[src/rtl/range_list_writer_pkg.sv]
// Range-list format constants, BCD digit types and writer FSM states.
// Shared with the solver-side parser so both agree on the byte format.
package range_list_writer_pkg;

    localparam logic [7:0] ASCII_DASH  = 8'h2D;
    localparam logic [7:0] ASCII_COMMA = 8'h2C;
    localparam logic [7:0] ASCII_EOT   = 8'h04;
    localparam logic [7:0] ASCII_ZERO  = 8'h30;

    localparam int BCD_DIGITS_DEFAULT = 13;

    typedef logic [3:0] BcdDigit_t;
    typedef BcdDigit_t [BCD_DIGITS_DEFAULT-1:0] BcdArray_t;

    typedef enum logic [3:0] {
        S_IDLE,
        S_CONV_START,
        S_EMIT_START,
        S_DASH,
        S_CONV_END,
        S_EMIT_END,
        S_SEP,
        S_DONE,
        S_ERROR
    } Fsm_t;

    function automatic logic [7:0] digit_to_ascii(input BcdDigit_t d);
        return ASCII_ZERO + {4'h0, d};
    endfunction

endpackage

[src/rtl/range_list_writer_bin_to_bcd_seq.sv]
// Sequential double-dabble: one shift per cycle, BIN_BITS cycles per value.
// Done pulses during the final shift; results are valid the cycle after.
module range_list_writer_bin_to_bcd_seq
    import range_list_writer_pkg::*;
#(
    parameter int BIN_BITS = 40,
    parameter int DIGITS   = 13,
    localparam int IDX_W   = $clog2(DIGITS)
) (
    input  logic                    i_clk,
    input  logic                    i_rst,
    input  logic                    i_start,
    input  logic [BIN_BITS-1:0]     i_bin,
    output logic                    o_busy,
    output logic                    o_done,
    output BcdDigit_t [DIGITS-1:0]  o_bcd,
    output logic [IDX_W-1:0]        o_msd_idx
);

    localparam int CNT_W = $clog2(BIN_BITS + 1);
    localparam logic [CNT_W-1:0] CNT_LOAD = CNT_W'(BIN_BITS);

    logic [BIN_BITS-1:0]    r_bin;
    BcdDigit_t [DIGITS-1:0] r_bcd;
    logic [CNT_W-1:0]       r_cnt;
    BcdDigit_t [DIGITS-1:0] w_adj;
    logic [IDX_W-1:0]       w_msd;

    // Add-3 correction on every digit that would overflow after the shift
    always_comb begin
        w_adj = r_bcd;
        for (int i = 0; i < DIGITS; i++) begin
            if (r_bcd[i] >= 4'd5) begin
                w_adj[i] = r_bcd[i] + 4'd3;
            end
        end
    end

    // Highest nonzero digit; an all-zero value reports digit 0
    always_comb begin
        w_msd = '0;
        for (int i = 0; i < DIGITS; i++) begin
            if (r_bcd[i] != 4'd0) begin
                w_msd = IDX_W'(i);
            end
        end
    end

    // Load on start, then shift binary MSB into the BCD array
    always_ff @(posedge i_clk or posedge i_rst) begin
        if (i_rst) begin
            r_bin <= '0;
            r_bcd <= '0;
            r_cnt <= '0;
        end else if (i_start) begin
            r_bin <= i_bin;
            r_bcd <= '0;
            r_cnt <= CNT_LOAD;
        end else if (r_cnt != '0) begin
            r_bcd <= (4*DIGITS)'({w_adj, r_bin[BIN_BITS-1]});
            r_bin <= {r_bin[BIN_BITS-2:0], 1'b0};
            r_cnt <= r_cnt - CNT_W'(1);
        end
    end

    assign o_busy    = (r_cnt != '0);
    assign o_done    = (r_cnt == CNT_W'(1));
    assign o_bcd     = r_bcd;
    assign o_msd_idx = w_msd;

endmodule

[src/rtl/range_list_writer.sv]
// Serialises {start,end} ID pairs into "s-e,s-e,...<EOT>" bytes at address 0 up.
// Optional RANGE_LIST_WRITER_ORDER_CHECK_EN: reject pairs with start > end.
module range_list_writer
    import range_list_writer_pkg::*;
#(
    parameter int ID_BITS       = 40,
    parameter int ID_MAX_DIGITS = 13,
    parameter int ADDR_WIDTH    = 16,
    parameter int MEM_DEPTH     = 65536
) (
    input  logic                  Clk,
    input  logic                  Rst,
    input  logic                  InValid,
    output logic                  InReady,
    input  logic [ID_BITS-1:0]    StartId,
    input  logic [ID_BITS-1:0]    EndId,
    input  logic                  InLast,
    output logic                  WrEn,
    output logic [ADDR_WIDTH-1:0] WrAddr,
    output logic [7:0]            WrData,
    output logic [ADDR_WIDTH:0]   Length,
    output logic                  Done,
    output logic                  Error
);

    localparam int IDX_W = $clog2(ID_MAX_DIGITS);
    localparam logic [ADDR_WIDTH:0] DEPTH = (ADDR_WIDTH+1)'(MEM_DEPTH);

    Fsm_t                          r_state;
    Fsm_t                          w_next;
    logic [ID_BITS-1:0]            r_end_id;
    logic                          r_last;
    logic                          r_first;
    logic [IDX_W-1:0]              r_idx;
    logic                          r_in_ready;
    logic                          r_wr_en;
    logic [ADDR_WIDTH-1:0]         r_wr_addr;
    logic [7:0]                    r_wr_data;
    logic [ADDR_WIDTH:0]           r_length;
    logic                          r_done;
    logic                          r_error;

    logic                          w_wr;
    logic [7:0]                    w_byte;
    logic                          w_accept;
    logic                          w_emit_go;
    logic                          w_cv_start;
    logic [ID_BITS-1:0]            w_cv_bin;
    logic                          w_cv_busy;
    logic                          w_cv_done;
    BcdDigit_t [ID_MAX_DIGITS-1:0] w_bcd;
    logic [IDX_W-1:0]              w_msd;
    logic [IDX_W-1:0]              w_cur_idx;
    BcdDigit_t                     w_digit;
    logic                          w_full;

    range_list_writer_bin_to_bcd_seq #(
        .BIN_BITS (ID_BITS),
        .DIGITS   (ID_MAX_DIGITS)
    ) u_bcd (
        .i_clk     (Clk),
        .i_rst     (Rst),
        .i_start   (w_cv_start),
        .i_bin     (w_cv_bin),
        .o_busy    (w_cv_busy),
        .o_done    (w_cv_done),
        .o_bcd     (w_bcd),
        .o_msd_idx (w_msd)
    );

    assign w_cur_idx = r_first ? w_msd : r_idx;
    assign w_digit   = w_bcd[w_cur_idx];
    assign w_full    = (r_length == DEPTH);

    // State register
    always_ff @(posedge Clk or posedge Rst) begin
        if (Rst) begin
            r_state <= S_IDLE;
        end else begin
            r_state <= w_next;
        end
    end

    // Next state, byte to write and converter control
    always_comb begin
        w_next     = r_state;
        w_wr       = 1'b0;
        w_byte     = 8'h00;
        w_accept   = 1'b0;
        w_emit_go  = 1'b0;
        w_cv_start = 1'b0;
        w_cv_bin   = r_end_id;
        unique case (r_state)
            S_IDLE: begin
                if (InValid && r_in_ready) begin
                    w_accept = 1'b1;
`ifdef RANGE_LIST_WRITER_ORDER_CHECK_EN
                    if (StartId > EndId) begin
                        w_next = S_ERROR;
                    end else begin
                        w_next     = S_CONV_START;
                        w_cv_start = 1'b1;
                        w_cv_bin   = StartId;
                    end
`else
                    w_next     = S_CONV_START;
                    w_cv_start = 1'b1;
                    w_cv_bin   = StartId;
`endif
                end
            end
            S_CONV_START, S_CONV_END: begin
                if (w_cv_done || !w_cv_busy) begin
                    w_emit_go = 1'b1;
                    w_next    = (r_state == S_CONV_START) ? S_EMIT_START
                                                          : S_EMIT_END;
                end
            end
            S_EMIT_START, S_EMIT_END: begin
                if (w_full) begin
                    w_next = S_ERROR;
                end else begin
                    w_wr   = 1'b1;
                    w_byte = digit_to_ascii(w_digit);
                    if (w_cur_idx == '0) begin
                        w_next = (r_state == S_EMIT_START) ? S_DASH : S_SEP;
                    end
                end
            end
            S_DASH: begin
                if (w_full) begin
                    w_next = S_ERROR;
                end else begin
                    w_wr       = 1'b1;
                    w_byte     = ASCII_DASH;
                    w_cv_start = 1'b1;
                    w_next     = S_CONV_END;
                end
            end
            S_SEP: begin
                if (w_full) begin
                    w_next = S_ERROR;
                end else begin
                    w_wr   = 1'b1;
                    w_byte = r_last ? ASCII_EOT : ASCII_COMMA;
                    w_next = r_last ? S_DONE : S_IDLE;
                end
            end
            S_DONE:  w_next = S_DONE;
            S_ERROR: w_next = S_ERROR;
            default: w_next = S_IDLE;
        endcase
    end

    // Pair latch and emission digit cursor
    always_ff @(posedge Clk or posedge Rst) begin
        if (Rst) begin
            r_end_id <= '0;
            r_last   <= 1'b0;
            r_first  <= 1'b0;
            r_idx    <= '0;
        end else begin
            if (w_accept) begin
                r_end_id <= EndId;
                r_last   <= InLast;
            end
            if (w_emit_go) begin
                r_first <= 1'b1;
            end else if (w_wr && (r_state == S_EMIT_START ||
                                  r_state == S_EMIT_END)) begin
                r_first <= 1'b0;
                r_idx   <= w_cur_idx - IDX_W'(1);
            end
        end
    end

    // Registered outputs; address and data hold between writes
    always_ff @(posedge Clk or posedge Rst) begin
        if (Rst) begin
            r_in_ready <= 1'b0;
            r_wr_en    <= 1'b0;
            r_wr_addr  <= '0;
            r_wr_data  <= '0;
            r_length   <= '0;
            r_done     <= 1'b0;
            r_error    <= 1'b0;
        end else begin
            r_in_ready <= (w_next == S_IDLE);
            r_wr_en    <= w_wr;
            if (w_wr) begin
                r_wr_addr <= r_length[ADDR_WIDTH-1:0];
                r_wr_data <= w_byte;
                r_length  <= r_length + (ADDR_WIDTH+1)'(1);
            end
            r_done  <= r_done  | (w_next == S_DONE);
            r_error <= r_error | (w_next == S_ERROR);
        end
    end

    assign InReady = r_in_ready;
    assign WrEn    = r_wr_en;
    assign WrAddr  = r_wr_addr;
    assign WrData  = r_wr_data;
    assign Length  = r_length;
    assign Done    = r_done;
    assign Error   = r_error;

endmodule

[config.mk]
export PLATFORM = sky130hd
export DESIGN_NAME = range_list_writer
export DESIGN_NICKNAME = d
export VERILOG_FILES = /design/src/rtl/range_list_writer_pkg.sv /design/src/rtl/range_list_writer_bin_to_bcd_seq.sv /design/src/rtl/range_list_writer.sv
export SDC_FILE = /design/constraint.sdc
export NUM_CORES = 1
export LEC_CHECK = 0
export CAP_MARGIN = 20
export CORE_MARGIN = 8
export CORE_UTILIZATION = 30
export DETAILED_ROUTE_END_ITERATION = 8
export HOLD_SLACK_MARGIN = 0.1
export PLACE_DENSITY = 0.59
export SYNTH_ARGS = -nofsm -noshare
export SYNTH_HDL_FRONTEND = slang
export SYNTH_HIERARCHICAL = 1
export SYNTH_SLANG_ARGS = --single-unit
export TNS_END_PERCENT = 20
[constraint.sdc]
create_clock -name Clk -period 3.2 [get_ports Clk]
set_input_delay 0.64 -clock Clk [delete_from_list [all_inputs] [get_ports Clk]]
set_output_delay 0.64 -clock Clk [all_outputs]
set_load 0.005 [all_outputs]
# Yosys cells after proc, flatten, opt, wreduce, memory -nomap -nowiden
# Index checks and enable logic that the tools add are counted.
# word_totals
mem_bits_rw,0
latchBits,0
memories,0
regBits,193
mem_bits_ro,0
output_inout_bits,45
# classes
n_eq_ne,12
n_mux,60
shift,0
n_bitwise,3
add_sub_neg,17
n_mul,0
magnitude_cmp,14
n_reduce_logical,27
n_div,0
# op_table
operator,n
40-bit two-way mux,4
52-bit two-way mux,2
4-bit two-way mux,25
4-bit by 3-bit greater-or-equal comparator with 1-bit output (second input constant),13
4-bit by 2-bit adder with 4-bit output (second input constant),12
4-bit nonzero test,12
6-bit two-way mux,5
4-bit case mux with 7 select lines,1
3-bit two-way mux,8
7-bit case mux with 3 select lines,1
4-bit by 3-bit equality test with 1-bit output (second input constant),5
17-bit by 1-bit adder with 17-bit output (second input constant),1
17-bit equality test (second input constant),1
4-bit binary-select mux with 4-bit select,1
4-bit logical NOT,3
1-bit two-way mux,9
4-bit by 2-bit equality test with 1-bit output (second input constant),2
4-bit equality test (second input constant),2
6-bit by 4-bit adder with 7-bit output (first input constant),1
7-bit two-way mux,1
6-bit by 1-bit equality test with 1-bit output (second input constant),1
6-bit nonzero test,1
6-bit by 1-bit subtractor with 6-bit output (second input constant),1
4-bit by 5-bit < comparator with 1-bit output (second input constant),1
14 further kinds,20

# Longest topological paths before layout
# depth
ltp_word,20
mapped_depth,16
ltp_nobuf,14

# Hierarchy
# The synthesis kept the hierarchy.
# by_module_without_submodules
mod,seq_area_each_um2,cells_each,area_per_inst_um2,n_inst
range_list_writer_bin_to_bcd_seq,2452.4,608,5502.8,1
range_list_writer,2327.2,574,4951.0,1

# Worst setup path before layout
# Ideal clock, no wire load.
# synth_timing
path_kind,register to register
start,reg u_bcd.r_bcd (netlist bit u_bcd/o_bcd[16])
end,"reg r_in_ready, in the netlist InReady"
setup_time_ps,96
setup_slack_ps,194
arrival_ps,2910
path_stages_with_launch,17
cell_sequence,dfrtp_1 -> inv_1 -> ha_1 -> nor3b_1 -> o41ai_1 -> a31oi_1 -> o21ai_0 -> a21oi_1 -> buf_2 -> mux2_4 -> inv_2 -> buf_4 -> ha_1 -> a21boi_0 -> a41oi_1 -> o211ai_1 -> nor4_2
# synth_between
elab_chain_len,16
# synth_rtl
item,line_no,text
start: declaration,range_list_writer_bin_to_bcd_seq.sv:24,BcdDigit_t [DIGITS-1:0] r_bcd;
start signal: assignment,range_list_writer_bin_to_bcd_seq.sv:60,"r_bcd <= (4*DIGITS)'({w_adj, r_bin[BIN_BITS-1]});"
4-bit nonzero test,range_list_writer_bin_to_bcd_seq.sv:43,if (r_bcd[i] != 4'd0) begin
3-bit two-way mux (4 in series),range_list_writer_bin_to_bcd_seq.sv:43,
4-bit two-way mux (5 in series),range_list_writer_bin_to_bcd_seq.sv:43,
via w_msd[0],range_list_writer.sv:52,logic [IDX_W-1:0] w_msd;
4-bit two-way mux,range_list_writer.sv:71,assign w_cur_idx = r_first ? w_msd : r_idx;
4-bit logical NOT,range_list_writer.sv:125,if (w_cur_idx == '0) begin
4-bit two-way mux,range_list_writer.sv:125,
4-bit two-way mux,range_list_writer.sv:120,if (w_full) begin
4-bit case mux with 7 select lines,range_list_writer.sv:93,unique case (r_state)
via w_next[0],range_list_writer.sv:30,Fsm_t w_next;
4-bit logical NOT,range_list_writer.sv:188,r_in_ready <= (w_next == S_IDLE);
end signal: assignment,range_list_writer.sv:188,
end: declaration,range_list_writer.sv:35,logic r_in_ready;
# The timed path passes the listed nets, and every way through them passes these cells.
# A chain may end at the register's enable or synchronous reset.

# Worst setup path after layout
# layout_timing
start,reg u_bcd.r_bcd (netlist bit u_bcd/o_bcd[13])
end,"reg r_wr_data[1], in the netlist WrData[1]"
# layout_between
elab_chain_len,17
# layout_rtl
item,line_no,text
4-bit nonzero test,range_list_writer_bin_to_bcd_seq.sv:43,
2-bit two-way mux,range_list_writer_bin_to_bcd_seq.sv:43,
3-bit two-way mux (4 in series),range_list_writer_bin_to_bcd_seq.sv:43,
4-bit two-way mux (5 in series),range_list_writer_bin_to_bcd_seq.sv:43,
via w_msd[0],range_list_writer.sv:52,
4-bit two-way mux,range_list_writer.sv:71,
4-bit binary-select mux with 4-bit select,range_list_writer.sv:72,assign w_digit = w_bcd[w_cur_idx];
4-bit two-way mux (not written as such),range_list_writer.sv:72,
6-bit by 4-bit adder with 7-bit output,range_list_writer_pkg.sv:28,"return ASCII_ZERO + {4'h0, d};"
7-bit two-way mux,range_list_writer.sv:120,
7-bit case mux with 3 select lines,range_list_writer.sv:93,
end signal: assignment,range_list_writer.sv:192,r_wr_data <= w_byte;
end: declaration,range_list_writer.sv:38,logic [7:0] r_wr_data;
# The timed path passes the listed nets, and every way through them passes these cells. The select of a mux whose other input is x is not followed.

==> metrics.md <==
| Metric | Value |
|---|---|
| Capturing element type of the critical path | `flip-flop` |
| Fmax | `324.9 MHz` |
| Final std cell area, no fill | `13,110 µm²` |
| Num rows | `68` |
| Full die area | `41,080 µm²` |
| Number of failing setup endpoints in the final timing report | `0` |
| Shortest clock period the worst path allows after layout | `3.078 ns` |
| Final hold violation count | `0` |
| Critical Path Slowest Stage Cell | `sky130_fd_sc_hd__mux4_2` |
| Count of buffer and inverter cells on the critical path | `4` |
| Slew at the pin closest to its max-slew limit | `0.6692 ns` |
| All-Layer GR Usage | `13.04%` |
| Total negative slack for setup checks | `0 ns` |
| Number of DRC markers in iteration 0 | `533` |
| Post-CTS clock slew at the launch and capture registers of the worst setup and hold paths | `0.07 ns` |
| Number of buffers inserted during clock tree synthesis | `17` |
| Per-cell routed wire length | `14.90 µm` |
| Status | `finished clean` |
| Slew margin rel. | `55.24%` |
| Number of remaining DRC errors | `0` |
| Synth Instances | `1,182` |
| Post-route antenna net violation count | `0` |
| Global-route wire length before repair | `44,710 µm` |
| Count of flip-flops with a built-in enable after synthesis | `0` |
| Worst path required time | `3.51 ns` |
| Antenna diode count | `0` |
| Core Region | `34,460 µm²` |
| Post-synthesis sequential area ratio | `45.72%` |
| Cell family with most CP delay | `multiplexers` |
| Global-route congestion overflow total | `0` |
| Clock latency on the worst-skew pair | `0.44 ns` |
| Hold buffers post-CTS | `0` |
| Number of vias per cell | `4.852` |
| Post-Synthesis Cell Area | `10,450 µm²` |
| Effective utilization at floorplan | `30.34%` |
| Most common cell after layout, fill and taps aside | `sky130_fd_sc_hd__nand2_1` |
| Die Ht | `202.7 µm` |
| Via count | `8,728` |
| Final Routed Wirelength | `26,810 µm` |
| Post-Place Worst Slack | `0.07949 ns` |
| Max-capacitance violation count | `0` |
| Distinct cell type count after synthesis | `68` |
| Endpoint arrival time on the critical path | `3.39 ns` |
| Vias in the first global route | `8,584` |
| Layout-stage area growth over the synthesis result | `25.42%` |
| Clk root buf | `sky130_fd_sc_hd__clkbuf_16` |
| Peak ir drop on the vdd network | `357.0 µV` |
| Max Buffers Root-to-Sink | `2` |
| Power Dens Cells | `357.2 nW/µm²` |
| TritonCTS clock tree | `done` |
| Kind of critical path | `flip-flop to flip-flop` |
| Maximum number of pins on one net before global-route repair | `107` |
| DP Wirelength | `18,930 µm` |
| Worst-case setup margin in the final layout | `0.1224 ns` |
| Cell repeated most along the worst path | `sky130_fd_sc_hd__buf_4` |
| Unrepaired setup endpoints after global routing | `no` |
| Placed Instance Area | `12,510 µm²` |
| Number of input and output port buffers inserted | `126` |
| Kind of start point of the critical path | `flip-flop` |
| Routability congestion estimate from global placement | `0.8878` |
| Die width | `202.7 µm` |
| IO Count | `129` |
| Longest individual stage delay on the worst path | `0.48 ns` |
| Leakage power of the design | `5.943 nW` |
| Worst hold slack | `0.4596 ns` |
| Tcrit/Tclk final | `96.18%` |
| Number of synthesis warnings | `6` |
| Fraction of synthesis flops using an asynchronous set or reset pin | `100.0%` |
| Mean instance size in the synthesized netlist | `8.844 µm²` |
| Leading cell types in the layout, fill and taps excluded | `sky130_fd_sc_hd__nand2_1 (334), sky130_fd_sc_hd__dfrtp_1 (191), sky130_fd_sc_hd__clkdlybuf4s50_1 (126), sky130_fd_sc_hd__a21oi_1 (86), sky130_fd_sc_hd__o21ai_0 (82)` |
| Number of antenna violations at the first check in global routing | `0` |
| Pre-Repair DR Iteration Count | `5` |
| Share of final-layout standard cells stronger than drive strength 1 | `10.27%` |
| Ys flop type | `sky130_fd_sc_hd__dfrtp_1` |
| Flip-flop and latch count after synthesis | `191` |
| Final layout net count | `1,446` |
| Worst hold-check path type | `flip-flop to flip-flop` |
| Cell-by-cell listing of the critical path | `inv_1 > ha_1 > nor3b_1 > a31oi_1 > o21ai_0 > a21oi_1 > buf_4 > mux2_4 > inv_4 > buf_4 > mux4_2 > nand2_1 > o211a_1 > o31ai_1` |
| Top fanout value on the critical path | `8` |
| H-tree levels | `4` |
| Count of clock tree sinks | `191` |
| Max-slew violation count | `0` |
| Max Clock Skew | `0.009918 ns` |
[area by class of cell]
| cell class | instances | area, µm² |
|---|---|---|
| inverters | 38 | 151.4 |
| well taps | 455 | 569.3 |
| multi-input cells | 894 | 5224 |
| flip-flops and latches | 191 | 4780 |
| clock inverters | 13 | 125.1 |
| fillers | 3498 | 21350 |
| clock buffers | 19 | 452.9 |
| repair buffers | 189 | 1809 |
[Yosys cell counts, drive strengths merged (3+ instances only)]
| master | count | area share (%) |
|---|---|---|
| a211oi | 12 | 0.91 |
| a21oi | 86 | 4.1 |
| a221oi | 3 | 0.25 |
| a22oi | 5 | 0.36 |
| a31oi | 4 | 0.24 |
| and2 | 10 | 0.60 |
| and3 | 5 | 0.35 |
| and4 | 4 | 0.34 |
| buf | 25 | 2.0 |
| clkbuf | 35 | 1.3 |
| dfrtp | 191 | 46 |
| ha | 31 | 3.7 |
| inv | 38 | 1.4 |
| mux2 | 19 | 2.1 |
| mux2i | 51 | 5.0 |
| mux4 | 3 | 0.65 |
| nand2 | 334 | 12 |
| nand2b | 25 | 1.5 |
| nand3 | 23 | 1.1 |
| nand4 | 6 | 0.36 |
| nor2 | 55 | 2.0 |
| nor2b | 6 | 0.36 |
| nor3 | 13 | 0.73 |
| nor3b | 12 | 0.86 |
| nor4 | 5 | 0.42 |
| o211ai | 10 | 0.72 |
| o21ai | 83 | 4.0 |
| o22a | 4 | 0.34 |
| o22ai | 4 | 0.24 |
| o31ai | 13 | 0.93 |
| or3 | 4 | 0.29 |
| xnor2 | 30 | 2.5 |
| xor2 | 4 | 0.34 |
[report_power, final]
group / switching, W / internal (W) / total [W]
Clock: 0.00104 / 0.00107 / 0.00211
Combinational: 0.0000651 / 0.0000942 / 0.000159
Sequential: 0 / 0.00241 / 0.00241
Total: 0.00111 / 0.00358 / 0.00468
[path summary, 6_finish.rpt]
kind | from | to | slack (ns) | cells past startpoint
hold / removal | r_end_id[16]$_DFFE_PP0P_ | r_end_id[16]$_DFFE_PP0P_ | 0.46 | 2
max in group asynchronous | Rst | r_end_id[8]$_DFFE_PP0P_ | 1.83 | 3
min in group asynchronous | Rst | WrAddr[1]$_DFFE_PP0P_ | 0.70 | 2
setup reg to reg | u_bcd/o_bcd[13]$_DFFE_PP0P_ | WrData[1]$_DFFE_PP0P_ | 0.12 | 14
setup / recovery | u_bcd/o_bcd[13]$_DFFE_PP0P_ | WrData[1]$_DFFE_PP0P_ | 0.12 | 14
hold reg to reg | r_end_id[16]$_DFFE_PP0P_ | r_end_id[16]$_DFFE_PP0P_ | 0.46 | 2
[cells by family after synthesis]
group / share of synthesized area, %
DFF: 45.72
muxes: 7.732
adders and majority gates: 3.806
buffers and inverters: 4.620
and+or+nand+nor: 21.44
xor gates and xnor gates: 2.849
AOI/OAI and AO/OA: 13.80
other: 0.03587
[timing repair]
item	CTS	global route
setup endpoints to repair	0	5
buffers inserted	0	0
resized for setup	0	6
[per-stage QoR]
stage	util (%)	power [W]	cells
2_1_floorplan	-	0.002498	1183
3_3_place_gp	36.31	0.002623	1767
3_5_place_dp	36.31	0.002623	1767
4_1_cts	37.98	0.004750	1799
5_1_grt	38.05	0.004845	1799
6_report	38.05	0.004683	1799
[tightest hold or removal path, stage by stage, from the launching register on]
cell,delay [ns]
sky130_fd_sc_hd__dfrtp_1,0.32
sky130_fd_sc_hd__nand2_1,0.06
sky130_fd_sc_hd__nand2_1,0.05
[per-layer routing]
metal	vias to the layer above	track usage, %	share of wire (%)
met5	-	0	0
met4	0	3.315	1.4
met3	24	3.156	5.1
met2	170	20.23	45
met1	4206	18.01	48
li1	4328	-	-
[state kept, by name, indices dropped and copies added (netlist names), 4 cells and up]
signal	cells
u_bcd/o_bcd	52
r_end_id	40
u_bcd/r_bin	40
Length	17
WrAddr	16
WrData	6
u_bcd/r_cnt	6
r_idx	4
r_state	4
Power figures use the tool's default switching activity.
